[src/rtl/spi_cmd_sequencer_pkg.sv]
`default_nettype none
// ============================================================================
// Module   : spi_cmd_pkg
// Purpose  : Opcodes, FSM state encoding and helpers for spi_cmd_sequencer.
// Revision : 1.0 - initial release
// ============================================================================
package spi_cmd_pkg;

    localparam int OP_W = 4;

    localparam logic [OP_W-1:0] OP_NOP    = 4'h0;
    localparam logic [OP_W-1:0] OP_WRITE  = 4'h1;
    localparam logic [OP_W-1:0] OP_READ   = 4'h2;
    localparam logic [OP_W-1:0] OP_STATUS = 4'h3;

    typedef enum logic [2:0] {
        ST_IDLE     = 3'd0,
        ST_ADDR     = 3'd1,
        ST_LEN      = 3'd2,
        ST_WR_DATA  = 3'd3,
        ST_RD_ISSUE = 3'd4,
        ST_RD_WAIT  = 3'd5,
        ST_STAT     = 3'd6
    } state_e;

    function automatic logic [7:0] sat_inc8(input logic [7:0] v);
        return (v == 8'hFF) ? v : v + 8'd1;
    endfunction

endpackage
`default_nettype wire

[src/rtl/spi_cmd_sequencer_if.sv]
`default_nettype none
// ============================================================================
// Module   : spi_cmd_sequencer_if
// Purpose  : RX/TX word streams and single-port memory bus of the sequencer.
// Revision : 1.0 - initial release
// ============================================================================
interface spi_cmd_sequencer_if #(
    parameter int W      = 32,
    parameter int ADDR_W = 8
);
    logic [W-1:0]      rx_data;
    logic              rx_valid;
    logic              rx_ready;
    logic [W-1:0]      tx_data;
    logic              tx_valid;
    logic              tx_ready;
    logic [ADDR_W-1:0] mem_addr;
    logic [W-1:0]      mem_wdata;
    logic              mem_we;
    logic              mem_re;
    logic [W-1:0]      mem_rdata;

    modport master (
        input  rx_data, rx_valid, tx_ready, mem_rdata,
        output rx_ready, tx_data, tx_valid, mem_addr, mem_wdata, mem_we, mem_re
    );

    modport slave (
        output rx_data, rx_valid, tx_ready, mem_rdata,
        input  rx_ready, tx_data, tx_valid, mem_addr, mem_wdata, mem_we, mem_re
    );
endinterface
`default_nettype wire

[src/rtl/spi_cmd_sequencer.sv]
`default_nettype none
// ============================================================================
// Module   : spi_cmd_sequencer
// Purpose  : Parses SPI command frames and runs burst write/read/status
//            transactions against a single-port register/buffer memory.
// Revision : 1.0 - initial release
// ============================================================================
module spi_cmd_sequencer
    import spi_cmd_pkg::*;
#(
    parameter int W      = 32,
    parameter int ADDR_W = 8,
    parameter int LEN_W  = 8
) (
    input  logic                clk,
    input  logic                rst,
    spi_cmd_sequencer_if.master bus,
    input  logic                frame_abort,
    output logic                busy,
    output logic [7:0]          err_cnt
);

    state_e            state_q,     state_d;
    logic              rd_q,        rd_d;
    logic [ADDR_W-1:0] addr_q,      addr_d;
    logic [LEN_W-1:0]  cnt_q,       cnt_d;
    logic [ADDR_W-1:0] mem_addr_q,  mem_addr_d;
    logic [W-1:0]      mem_wdata_q, mem_wdata_d;
    logic              mem_we_q,    mem_we_d;
    logic [W-1:0]      tx_data_q,   tx_data_d;
    logic              tx_valid_q,  tx_valid_d;
    logic [7:0]        err_q,       err_d;

    logic              rx_accept;
    logic              rx_pop;
    logic              tx_pop;
    logic              abort;
    logic [OP_W-1:0]   opcode;

    // IDLE holds off one cycle while the final burst write is still on the bus
    always_comb begin
        rx_accept = 1'b0;
        case (state_q)
            ST_IDLE:                        rx_accept = !mem_we_q;
            ST_ADDR, ST_LEN, ST_WR_DATA:    rx_accept = 1'b1;
            default:                        rx_accept = 1'b0;
        endcase
        if (rst) begin
            rx_accept = 1'b0;
        end
    end

    assign rx_pop = bus.rx_valid && rx_accept;
    assign tx_pop = tx_valid_q && bus.tx_ready;
    assign abort  = frame_abort && (state_q != ST_IDLE);
    assign opcode = bus.rx_data[W-1 -: OP_W];

    always_ff @(posedge clk) begin
        if (rst) begin
            state_q     <= ST_IDLE;
            rd_q        <= 1'b0;
            addr_q      <= '0;
            cnt_q       <= '0;
            mem_addr_q  <= '0;
            mem_wdata_q <= '0;
            mem_we_q    <= 1'b0;
            tx_data_q   <= '0;
            tx_valid_q  <= 1'b0;
            err_q       <= '0;
        end else begin
            state_q     <= state_d;
            rd_q        <= rd_d;
            addr_q      <= addr_d;
            cnt_q       <= cnt_d;
            mem_addr_q  <= mem_addr_d;
            mem_wdata_q <= mem_wdata_d;
            mem_we_q    <= mem_we_d;
            tx_data_q   <= tx_data_d;
            tx_valid_q  <= tx_valid_d;
            err_q       <= err_d;
        end
    end

    always_comb begin
        state_d     = state_q;
        rd_d        = rd_q;
        addr_d      = addr_q;
        cnt_d       = cnt_q;
        mem_addr_d  = mem_addr_q;
        mem_wdata_d = mem_wdata_q;
        mem_we_d    = 1'b0;
        tx_data_d   = tx_data_q;
        tx_valid_d  = tx_valid_q;
        err_d       = err_q;

        if (abort) begin
            // Any word popped in this cycle is dropped along with the frame
            state_d    = ST_IDLE;
            tx_valid_d = 1'b0;
            err_d      = sat_inc8(err_q);
        end else begin
            case (state_q)
                ST_IDLE: begin
                    if (rx_pop) begin
                        case (opcode)
                            OP_NOP: begin
                                state_d = ST_IDLE;
                            end
                            OP_WRITE: begin
                                rd_d    = 1'b0;
                                state_d = ST_ADDR;
                            end
                            OP_READ: begin
                                rd_d    = 1'b1;
                                state_d = ST_ADDR;
                            end
                            OP_STATUS: begin
                                tx_data_d      = '0;
                                tx_data_d[7:0] = err_q;
                                tx_valid_d     = 1'b1;
                                state_d        = ST_STAT;
                            end
                            default: begin
                                err_d = sat_inc8(err_q);
                            end
                        endcase
                    end
                end

                ST_ADDR: begin
                    if (rx_pop) begin
                        addr_d  = bus.rx_data[ADDR_W-1:0];
                        state_d = ST_LEN;
                    end
                end

                ST_LEN: begin
                    if (rx_pop) begin
                        cnt_d = bus.rx_data[LEN_W-1:0];
                        if (rd_q) begin
                            mem_addr_d = addr_q;
                            state_d    = ST_RD_ISSUE;
                        end else begin
                            state_d = ST_WR_DATA;
                        end
                    end
                end

                ST_WR_DATA: begin
                    if (rx_pop) begin
                        mem_we_d    = 1'b1;
                        mem_addr_d  = addr_q;
                        mem_wdata_d = bus.rx_data;
                        addr_d      = addr_q + 1'b1;
                        cnt_d       = cnt_q - 1'b1;
                        if (cnt_q == '0) begin
                            state_d = ST_IDLE;
                        end
                    end
                end

                ST_RD_ISSUE: begin
                    state_d = ST_RD_WAIT;
                end

                ST_RD_WAIT: begin
                    // First cycle here is the read-data slot; later cycles wait on TX
                    if (!tx_valid_q) begin
                        tx_data_d  = bus.mem_rdata;
                        tx_valid_d = 1'b1;
                    end else if (bus.tx_ready) begin
                        tx_valid_d = 1'b0;
                        if (cnt_q == '0) begin
                            state_d = ST_IDLE;
                        end else begin
                            addr_d     = addr_q + 1'b1;
                            mem_addr_d = addr_q + 1'b1;
                            cnt_d      = cnt_q - 1'b1;
                            state_d    = ST_RD_ISSUE;
                        end
                    end
                end

                ST_STAT: begin
                    if (tx_pop) begin
                        tx_valid_d = 1'b0;
                        state_d    = ST_IDLE;
                    end
                end

                default: begin
                    state_d = ST_IDLE;
                end
            endcase
        end
    end

    assign bus.rx_ready  = rx_accept;
    assign bus.tx_data   = tx_data_q;
    assign bus.tx_valid  = tx_valid_q;
    assign bus.mem_addr  = mem_addr_q;
    assign bus.mem_wdata = mem_wdata_q;
    assign bus.mem_we    = mem_we_q;
    assign bus.mem_re    = (state_q == ST_RD_ISSUE);
    assign busy          = (state_q != ST_IDLE);
    assign err_cnt       = err_q;

endmodule
`default_nettype wire

[src/flat_wrapper.sv]
// flat-port wrapper written by rule: the top's interface ports become plain ports
module spi_cmd_sequencer_flat import spi_cmd_pkg::*;
#(
    parameter int W      = 32,
    parameter int ADDR_W = 8,
    parameter int LEN_W  = 8
)
  (clk, rst, frame_abort, busy, err_cnt, bus_rx_data, bus_rx_valid, bus_tx_ready, bus_mem_rdata, bus_rx_ready, bus_tx_data, bus_tx_valid, bus_mem_addr, bus_mem_wdata, bus_mem_we, bus_mem_re);
  spi_cmd_sequencer_if #(.W(W), .ADDR_W(ADDR_W)) bus_i ();
  input  logic clk;
  input  logic rst;
  input  logic frame_abort;
  output logic busy;
  output logic [7:0] err_cnt;
  input wire logic [$bits(bus_i.rx_data)-1:0] bus_rx_data;
  input wire logic [$bits(bus_i.rx_valid)-1:0] bus_rx_valid;
  input wire logic [$bits(bus_i.tx_ready)-1:0] bus_tx_ready;
  input wire logic [$bits(bus_i.mem_rdata)-1:0] bus_mem_rdata;
  output wire logic [$bits(bus_i.rx_ready)-1:0] bus_rx_ready;
  output wire logic [$bits(bus_i.tx_data)-1:0] bus_tx_data;
  output wire logic [$bits(bus_i.tx_valid)-1:0] bus_tx_valid;
  output wire logic [$bits(bus_i.mem_addr)-1:0] bus_mem_addr;
  output wire logic [$bits(bus_i.mem_wdata)-1:0] bus_mem_wdata;
  output wire logic [$bits(bus_i.mem_we)-1:0] bus_mem_we;
  output wire logic [$bits(bus_i.mem_re)-1:0] bus_mem_re;
  assign bus_i.rx_data = bus_rx_data;
  assign bus_i.rx_valid = bus_rx_valid;
  assign bus_i.tx_ready = bus_tx_ready;
  assign bus_i.mem_rdata = bus_mem_rdata;
  assign bus_rx_ready = bus_i.rx_ready;
  assign bus_tx_data = bus_i.tx_data;
  assign bus_tx_valid = bus_i.tx_valid;
  assign bus_mem_addr = bus_i.mem_addr;
  assign bus_mem_wdata = bus_i.mem_wdata;
  assign bus_mem_we = bus_i.mem_we;
  assign bus_mem_re = bus_i.mem_re;
  spi_cmd_sequencer #(.W(W), .ADDR_W(ADDR_W), .LEN_W(LEN_W)) u_core (.clk(clk), .rst(rst), .bus(bus_i), .frame_abort(frame_abort), .busy(busy), .err_cnt(err_cnt));
endmodule
[config.mk]
export PLATFORM = sky130hd
export DESIGN_NAME = spi_cmd_sequencer_flat
export DESIGN_NICKNAME = d
export VERILOG_FILES = /design/src/rtl/spi_cmd_sequencer_pkg.sv /design/src/rtl/spi_cmd_sequencer_if.sv /design/src/rtl/spi_cmd_sequencer.sv /design/src/flat_wrapper.sv
export SDC_FILE = /design/constraint.sdc
export NUM_CORES = 1
export LEC_CHECK = 0
export CORE_AREA = 2 2 88 123
export CTS_CLUSTER_DIAMETER = 60
export DETAILED_ROUTE_END_ITERATION = 12
export DIE_AREA = 0 0 90 125
export DONT_BUFFER_PORTS = 1
export PLACE_DENSITY_LB_ADDON = 0.05
export SLEW_MARGIN = 20
export SYNTH_ARGS = -nofsm -noshare
export SYNTH_HDL_FRONTEND = slang
export SYNTH_SLANG_ARGS = --single-unit
[constraint.sdc]
create_clock -name clk -period 3.7 [get_ports clk]
set_input_delay 0.925 -clock clk [delete_from_list [all_inputs] [get_ports clk]]
set_output_delay 0.925 -clock clk [all_outputs]
set_load 0.05 [all_outputs]
# Word-level counts from Yosys, hierarchy flattened
# Index checks and enable logic that the tools add are counted.
dict set report word_totals {
  ff_bits 102
  inputBits 69
  elab_cells 114
}
dict set report op_classes {
  add_sub_neg 3
  n_eq_ne 24
  mux 46
  bitwise_logic 2
  reduce_logical 29
}
# op count
set ops {}
lappend ops {{$mux W8} 17}
lappend ops {{$mux W32} 3}
lappend ops {{$pmux W8 S3} 3}
lappend ops {{$pmux W32 S2} 1}
lappend ops {{$mux W3} 10}
lappend ops {{$pmux W3 S7} 1}
lappend ops {{$ne A2 B1 Y1 const B} 9}
lappend ops {{$add A8 B1 Y8 const B} 2}
lappend ops {{$reduce_and A7 Y1} 2}
lappend ops {{$reduce_bool A3 Y1} 4}
lappend ops {{$eq A3 B3 Y1 const B} 3}
lappend ops {{$pmux W3 S3} 1}
lappend ops {{$reduce_and A9 Y1} 1}
lappend ops {{$eq A4 B2 Y1 const B} 2}
lappend ops {{$eq A8 B8 Y1 const B} 1}
lappend ops {{$logic_not A8 Y1} 1}
lappend ops {{$ne A2 B2 Y1 const B} 4}
lappend ops {{$reduce_and A4 Y1} 2}
lappend ops {{$reduce_and A8 Y1} 1}
lappend ops {{$reduce_bool A2 Y1} 4}
lappend ops {{$sub A8 B1 Y8 const B} 1}
lappend ops {{$mux W1} 7}
lappend ops {{$eq A3 B2 Y1 const B} 2}
lappend ops {{$reduce_and A3 Y1} 2}
lappend ops {{other kinds (14)} 20}

# Logic depth before layout (Yosys ltp)
# Gate-level depths: netlist (run 1).
dict set report depth {
  word_depth 8
  mapped_depth 9
  mapped_depth_nobuf 7
}

# Worst setup path before layout (run 1)
# No wires, ideal clock.
dict set report synth_path {
  path_type {input to output}
  startpoint {input port rst}
  endpoint {output port bus_rx_ready}
  arrival_ns 2.514
  t_required_ns 2.775
  slack_ns 0.261
  stages 3
  n_path_buf 2
  path_cell_list {clkbuf_1 clkbuf_1 a211oi_1}
}
dict set report synth_between {
  elab_chain_cells 1
}
# element line_no
set synth_rtl {}
lappend synth_rtl {{start: declaration} flat_wrapper.sv:11} ;# input logic rst;
lappend synth_rtl {{$mux W1} spi_cmd_sequencer.sv:48} ;# if (rst) begin
lappend synth_rtl {{end: declaration} flat_wrapper.sv:19} ;# output wire logic [$bits(bus_i.rx_ready)-1:0] bus_rx_ready;
# No other way between the ends.

# Final worst setup path (run 1)
dict set report layout_path {
  startpoint {register u_core.state_q[1]}
  endpoint {register u_core.mem_addr_q[5], in the netlist u_core.bus.mem_addr[5]}
}
dict set report layout_between {
  elab_chain_cells 7
}
# element line_no
set layout_rtl {}
lappend layout_rtl {{start: declaration} spi_cmd_sequencer.sv:23} ;# state_e state_q, state_d;
lappend layout_rtl {{start signal: assignment} spi_cmd_sequencer.sv:71} ;# state_q <= state_d;
lappend layout_rtl {{$eq A3 B1 Y1 / $eq A3 B2 Y1 (equally long branches)} {spi_cmd_sequencer.sv:43, spi_cmd_sequencer.sv:102}}
lappend layout_rtl {{$reduce_or A3 Y1} spi_cmd_sequencer.sv:43} ;# case (state_q)
lappend layout_rtl {{$pmux W1 S2} spi_cmd_sequencer.sv:43}
lappend layout_rtl {{$mux W1} spi_cmd_sequencer.sv:48}
lappend layout_rtl {{$logic_and A1 B1 Y1} spi_cmd_sequencer.sv:53} ;# assign rx_pop = bus.rx_valid && rx_accept;
lappend layout_rtl {{$ne A2 B1 Y1 (no source line)} n/a}
lappend layout_rtl {{$reduce_and A8 Y1 (no source line)} n/a}
lappend layout_rtl {{end signal: assignment} spi_cmd_sequencer.sv:75} ;# mem_addr_q <= mem_addr_d;
lappend layout_rtl {{end: declaration} spi_cmd_sequencer.sv:27} ;# logic [ADDR_W-1:0] mem_addr_q, mem_addr_d;
# Parallel ways exist; a longest one is shown, timed or not.
# A chain may end at the register's enable or synchronous reset.

==> results.md, run 1 <==
- Clock sinks: 102
- Static leakage: 0.00159 uW
- Initial Utilization: ~47%
- Pin count of the biggest net entering global routing: 102
- Clock slew at reported path FFs: 0.07 ns
- Critical-path maximum fanout: 27
- DIE HEIGHT: 125 um
- Cell Rows: 44
- Global-route wire length before repair: 20.7 mm
- IO Count: 154
- Core area: 0.0102 mm^2
- CP max stage cell: dfxtp_1
- Inst Count DP: roughly 700
- DP Worst Slack: 0.992 ns
- Predominant post-synthesis flop cell: dfxtp_1
- Worst stage delay on the critical path: ~0.8 ns
- Clk root buf: clkbuf_16
- Number of synthesized flops with an enable pin: 0
- DP Area: 0.00488 mm^2
- Vias in the first global route: 4052
- Fin. Hold Viols: 0
- Detailed Route Iter0 Violations: 315
- Max-cap viol count: 0
- Wirelength per Cell: 17.9 um
- Synth top area share: approximately 42%
- Mapped Nets: 673
- Input/output buffers: 0
- CP Class: reg2reg
- Power Density: 417 mW/mm^2
- Share of layout cells above drive strength 1: 8.84%
- # fillers: roughly 1000
- Sum Neg Setup Slack: 0 ns
- Async set or reset register ratio after synthesis: 0%
- Worst Tran Pin Value: 1.03 ns
- CP endpoint kind: flop
- Cell taking the most area after synthesis: dfxtp_1
- H-tree levels: 3
- Worst Path Required: 3.95 ns
- Total track usage: 22.4%
- Synthesis Warnings: 0
- Post-CTS Setup Repair Bufs: 0
- Hold Buf Count CTS: 0
- Grt total ovfl: 0
- Fin. max-slew vios: 0
- Fin Hold WS: 0.481 ns
- Dominant cells by area after synthesis: dfxtp_1 (42%), nand2_1 (10%), a21oi_1 (8.2%)
- Die area: 0.0113 mm^2
- Skew final: 0.00683 ns
- Commonest non-fill, non-tap cell in the layout: nand2_1
- Worst skew pair latency: around 0.34 ns
- Worst Path Arrival: 3.02 ns
- CTS tree: yes
- Post-synthesis sequential area ratio: between 40 and 50%
- Crit path time final: 2.77 ns
- Vias per inst: a little under 6
- Final antenna-violating net count: 0
- Most used cells in the layout excluding fill and tap cells: nand2_1 (129), dfxtp_1 (102), a21oi_1 (80)
- Critical Path Source Type: flop
- Worst slew margin: 30.6%
- Num CTS Buffers: 9
- First-pass DRT Iterations: 4
- Status: completed
- Fmax: 361 MHz
- Fin nets: between 600 and 700
- Post-route cell area: between 0.005 and 0.006 mm^2
- Via count: around 4200
- Initial antenna violation count: 0
- Drt drc: 0
- #FFs+latches synth: 102
- Hold Crit Class: reg2reg
- Clk buf depth: 2
- Avg Cell Area, Syn: 8.08 um^2
- Routability cong.: 0.887
- Period utilisation layout: 75.0%
- Final setup margin: between 0.9 and 1 ns
- Post-cts resize count: 0
- Antenna Cells: 0
- Die span in x: 90 um
- Synth Instances: 601
- Area grow syn2layout: 6.81%
- Unrepaired setup endpoints after global routing: false
- Non-Filler Instances: ~700
- WL final: 12.8 mm
- Worst-path cell chain: nor2b_1, o21ai_1, buf_4, a21oi_2, a21oi_1, a311oi_1
- HPWL after DPL: ~9 mm
- Mapped Area: 0.00485 mm^2
- Peak supply drop: 0.191 mV
- Final setup viols: 0
- Synth cell types: approximately 70
-- kinds of logic after synthesis --
group / share of synthesized area [%]
XOR/XNOR: 2.71
multiplexers: 1.08
AO/OA/AOI/OAI: 23.0
buffers and inverters: 5.72
flip-flops: 42.1
adder cells (fa/ha/maj): 0.773
AND/OR/NAND/NOR: 24.7
-- per-stage QoR --
step / power, uW / utilization (%)
after floorplan: 1220 / -
after global placement: 1220 / 47.6
after detailed placement: 1220 / 47.6
after CTS: 2190 / 50.6
after global routing: 2240 / 50.6
final: 2160 / 50.6
-- Yosys cell counts (5+ instances only) --
library cell  instances
buf_2                12
nand3_1              34
a21oi_1              80
o311ai_0             11
clkbuf_1             32
nand2_1             129
inv_1                 8
nor3b_1               5
o21ai_0               7
xnor2_1              12
nor3_1               14
a311oi_1             16
dfxtp_1             102
nor2_1               33
a31oi_1               6
o31ai_1              11
-- cell type report --
cell class | count | area (um^2) | share of cell area, %
Tap cell | 138 | 173 | 3.33
Clock buffer | 9 | 225 | 4.34
Multi-Input combinational cell | 439 | 2550 | 49.3
Timing Repair Buffer | 9 | 67.6 | 1.30
Clock inverter | 7 | 80.1 | 1.54
Sequential cell | 102 | 2040 | 39.4
Inverter | 11 | 41.3 | 0.797
-- worst max-delay path, delay by kind of cell (launching register included) --
kind | cells | cell delay, ns
buf+inv | 1 | 0.25
compound gates | 4 | 1.08
flops | 1 | 0.78
simple gates | 1 | 0.56
-- power breakdown --
| part | internal (uW) | switching [uW] |
|---|---|---|
| clock | 533 | 430 |
| combinational | 27.3 | 44.8 |
| sequential | 1100 | 22.6 |
-- layer usage --
metal / global-route usage [%] / routed length [um] / vias up
li1: - / - / 2088
met1: 27.4 / 5390 / 1960
met2: 36.6 / 6080 / 164
met3: 6.99 / 1050 / 19
met4: 9.59 / 303 / 0
met5: 0 / 0 / -
-- path summary, 6_finish.rpt --
check	slack, ns	cells after the start	start	endpoint
worst min-delay path	0.48	2	u_core.cnt_q[1]	u_core.cnt_q[1]
worst min register to register	0.48	2	u_core.cnt_q[1]	u_core.cnt_q[1]
worst max register to register	0.93	6	u_core.state_q[1]	u_core.bus.mem_addr[5]
worst max-delay path	0.93	6	u_core.state_q[1]	u_core.bus.mem_addr[5]
-- state kept, by name, summed over array words and instances (netlist names) --
signal	cells
u_core.err_cnt	8
u_core.bus.tx_valid	1
u_core.state_q	3
u_core.rd_q	1
u_core.bus.mem_wdata	32
u_core.bus.tx_data	32
u_core.bus.mem_addr	8
u_core.cnt_q	8
u_core.addr_q	8
u_core.bus.mem_we	1
(Power assumes the default switching activity.)
==> run 2, diff against run 1 <==
==> constraint.sdc (replaced) <==
create_clock -name clk -period 2.6 [get_ports clk]
set_input_delay 0.65 -clock clk [delete_from_list [all_inputs] [get_ports clk]]
set_output_delay 0.65 -clock clk [all_outputs]
set_load 0.05 [all_outputs]
==> run 2 against run 1 <==
Compared with the run above:
- core utilization up 2.3 points
- global-route usage up 0.35 points
- non-clock buffer count up 26
- first-iteration DRC count up 0.63%
- worst hold slack worse by 0.10 ns
- via count up 3.6%
- clock power up 53%
- sequential power up 41%
- clock skew up 0.0039 ns
- combinational power up 82%
- die area unchanged
- count of clock-buffer cells in the layout unchanged
==> results.md, run 2 (synthesized netlist as in run 1, its figures left out) <==
- Final setup viols: 0 (unchanged)
- Core area: 0.0102 mm^2 (unchanged)
- Area grow syn2layout: 11.6%
- Hold Buf Count CTS: 0 (unchanged)
- Via count: 4383 (+3.6%)
- Global-route wire length before repair: 21.3 mm (+2.7%)
- Sum Neg Setup Slack: 0 ns (unchanged)
- HPWL after DPL: 9.05 mm (+1.8%)
- Reg2reg setup slack: 0.32 ns (-0.61 ns)
- Share of layout cells above drive strength 1: 12.8% (+3.9 points)
- Non-Filler Instances: 741 (+3.6%)
- Commonest non-fill, non-tap cell in the layout: nand2_1
- Post-CTS Setup Repair Bufs: 0 (unchanged)
- Static leakage: 0.00173 uW (+9.2%)
- Detailed Route Iter0 Violations: 317 (+0.63%)
- Clock sinks: 102 (unchanged)
- Cells on worst reg2reg path: 5 (-1)
- Worst Hold End: u_core.bus.mem_wdata[28]
- Peak supply drop: 0.480 mV (+150%)
- CP Class: reg2out
- Initial antenna violation count: 0 (unchanged)
- Worst-path cell chain: nor2_1, a211oi_2, buf_4
- Status: completed
- Die span in x: 90 um (unchanged)
- Fin. Hold Viols: 0 (unchanged)
- Clock slew at reported path FFs: 0.08 ns (about the same)
- Critical path launch point: u_core.state_q[1]
- Antenna Cells: 0 (unchanged)
- Final antenna-violating net count: 0 (unchanged)
- Critical-path maximum fanout: 15 (-44%)
- Grt total ovfl: 0 (unchanged)
- Reg2reg end: u_core.addr_q[3]
- Critical Path Source Type: flop
- WL final: 13.0 mm (+1.2%)
- Worst skew pair latency: 0.34 ns (about the same)
- Power Density: 588 mW/mm^2 (+41%)
- Hold depth: 1 (-1)
- Worst Path Arrival: 1.69 ns (-1.33 ns)
- Skew final: 0.0107 ns (+0.00388 ns)
- Total track usage: 22.8% (+0.35 points)
- Vias in the first global route: 4240 (+4.6%)
- CP endpoint kind: primary output
- Hold Crit Class: in2reg
- Fin. max-slew vios: 0 (unchanged)
- Routability cong.: 0.890 (+0.43%)
- Period utilisation layout: 90.0%
- Die area: 0.0113 mm^2 (unchanged)
- IO Count: 154 (unchanged)
- Most used cells in the layout excluding fill and tap cells: nand2_1 (129), dfxtp_1 (102), a21oi_1 (80)
- First-pass DRT Iterations: 4 (unchanged)
- Clk buf depth: 2 (unchanged)
- DIE HEIGHT: 125 um (unchanged)
- Final setup margin: 0.261 ns (-0.666 ns)
- Pin count of the biggest net entering global routing: 102 (unchanged)
- Num CTS Buffers: 9 (unchanged)
- Worst slew margin: 59.7% (+29 points)
- Vias per inst: 5.91 (about the same)
- Reg-to-Reg Start: u_core.state_q[1]
- Worst Path Required: 1.95 ns (-2.00 ns)
- Fin nets: 670 (+4.0%)
- Clk root buf: clkbuf_16
- CP max stage cell: dfxtp_1
- Worst Tran Pin Value: 0.600 ns (-0.433 ns)
- Initial Utilization: 47.4% (unchanged)
- Drt drc: 0 (unchanged)
- Worst stage delay on the critical path: 0.68 ns (-0.10 ns)
- Crit path time final: approximately 2.3 ns
- Inst Count DP: 725 (+3.7%)
- Max-cap viol count: 0 (unchanged)
- H-tree levels: 3 (unchanged)
- CTS tree: yes
- Unrepaired setup endpoints after global routing: false
- Hold path start: rst
- Fmax: 427 MHz
- Cell Rows: 44 (unchanged)
- Input/output buffers: 0 (unchanged)
- Post-cts resize count: 0 (unchanged)
- DP Worst Slack: 0.328 ns (-0.664 ns)
- Wirelength per Cell: 17.5 um (-2.4%)
[run 2: changes by cell type in the layout (fill, tap and decap cells not counted), sizes merged]
cell | before | now
clkinvlp | 1 | 2
clkinv | 4 | 1
buf | 9 | 35
bufinv | 1 | 2
inv | 12 | 13
[run 2: worst max path at each step]
stage	endpoint	cells past startpoint
finish	bus_rx_ready	3
global route	u_core.addr_q[4]	5
CTS	bus_rx_ready	3
detailed placement	u_core.addr_q[0]	5
global placement	u_core.addr_q[0]	5
floorplan	bus_rx_ready	3
[run 2: layer usage]
layer  routed length [um]  vias to the layer above  GRT usage (%)
li1                     -                     2142              -
met1                 5480                     2046           27.8
met2                 6190                      176           37.6
met3                 1040                       19           7.23
met4                  263                        0           8.42
met5                    0                        -              0
[run 2: through the flow]
stage / util, % / total power [uW] / instance area, um^2 / hold slack, ns
floorplan: - / 1740 / 4860 / 0.452
global placement: 49.7 / 1750 / 5090 / 0.464
detailed placement: 49.7 / 1750 / 5090 / 0.478
CTS: 52.9 / 3230 / 5420 / 0.361
global route: 52.9 / 3290 / 5420 / 0.362
finish: 52.9 / 3180 / 5420 / 0.380
[run 2: worst max-delay path, delay by kind of cell, from the launching register on]
kind | cells | cell delay, ns
DFF | 1 | 0.68
AOI/OAI and AO/OA | 1 | 0.25
buffers and inverters | 1 | 0.22
and+or+nand+nor | 1 | 0.19
[run 2: power breakdown]
part	leakage, uW	internal, uW	switching, uW
registers	0.000822	1570	13.8
logic	0.000758	47.3	83.3
clock network	0.000155	858	614
total	0.00173	2470	711
[run 2: cell type report]
type | instances | area [um^2]
clock buffer | 9 | 225
timing repair buffer | 35 | 275
multi-input combinational | 439 | 2550
fill | 979 | 4820
clock inverter | 7 | 104
tap | 138 | 173
inverter | 11 | 41.3
sequential | 102 | 2040
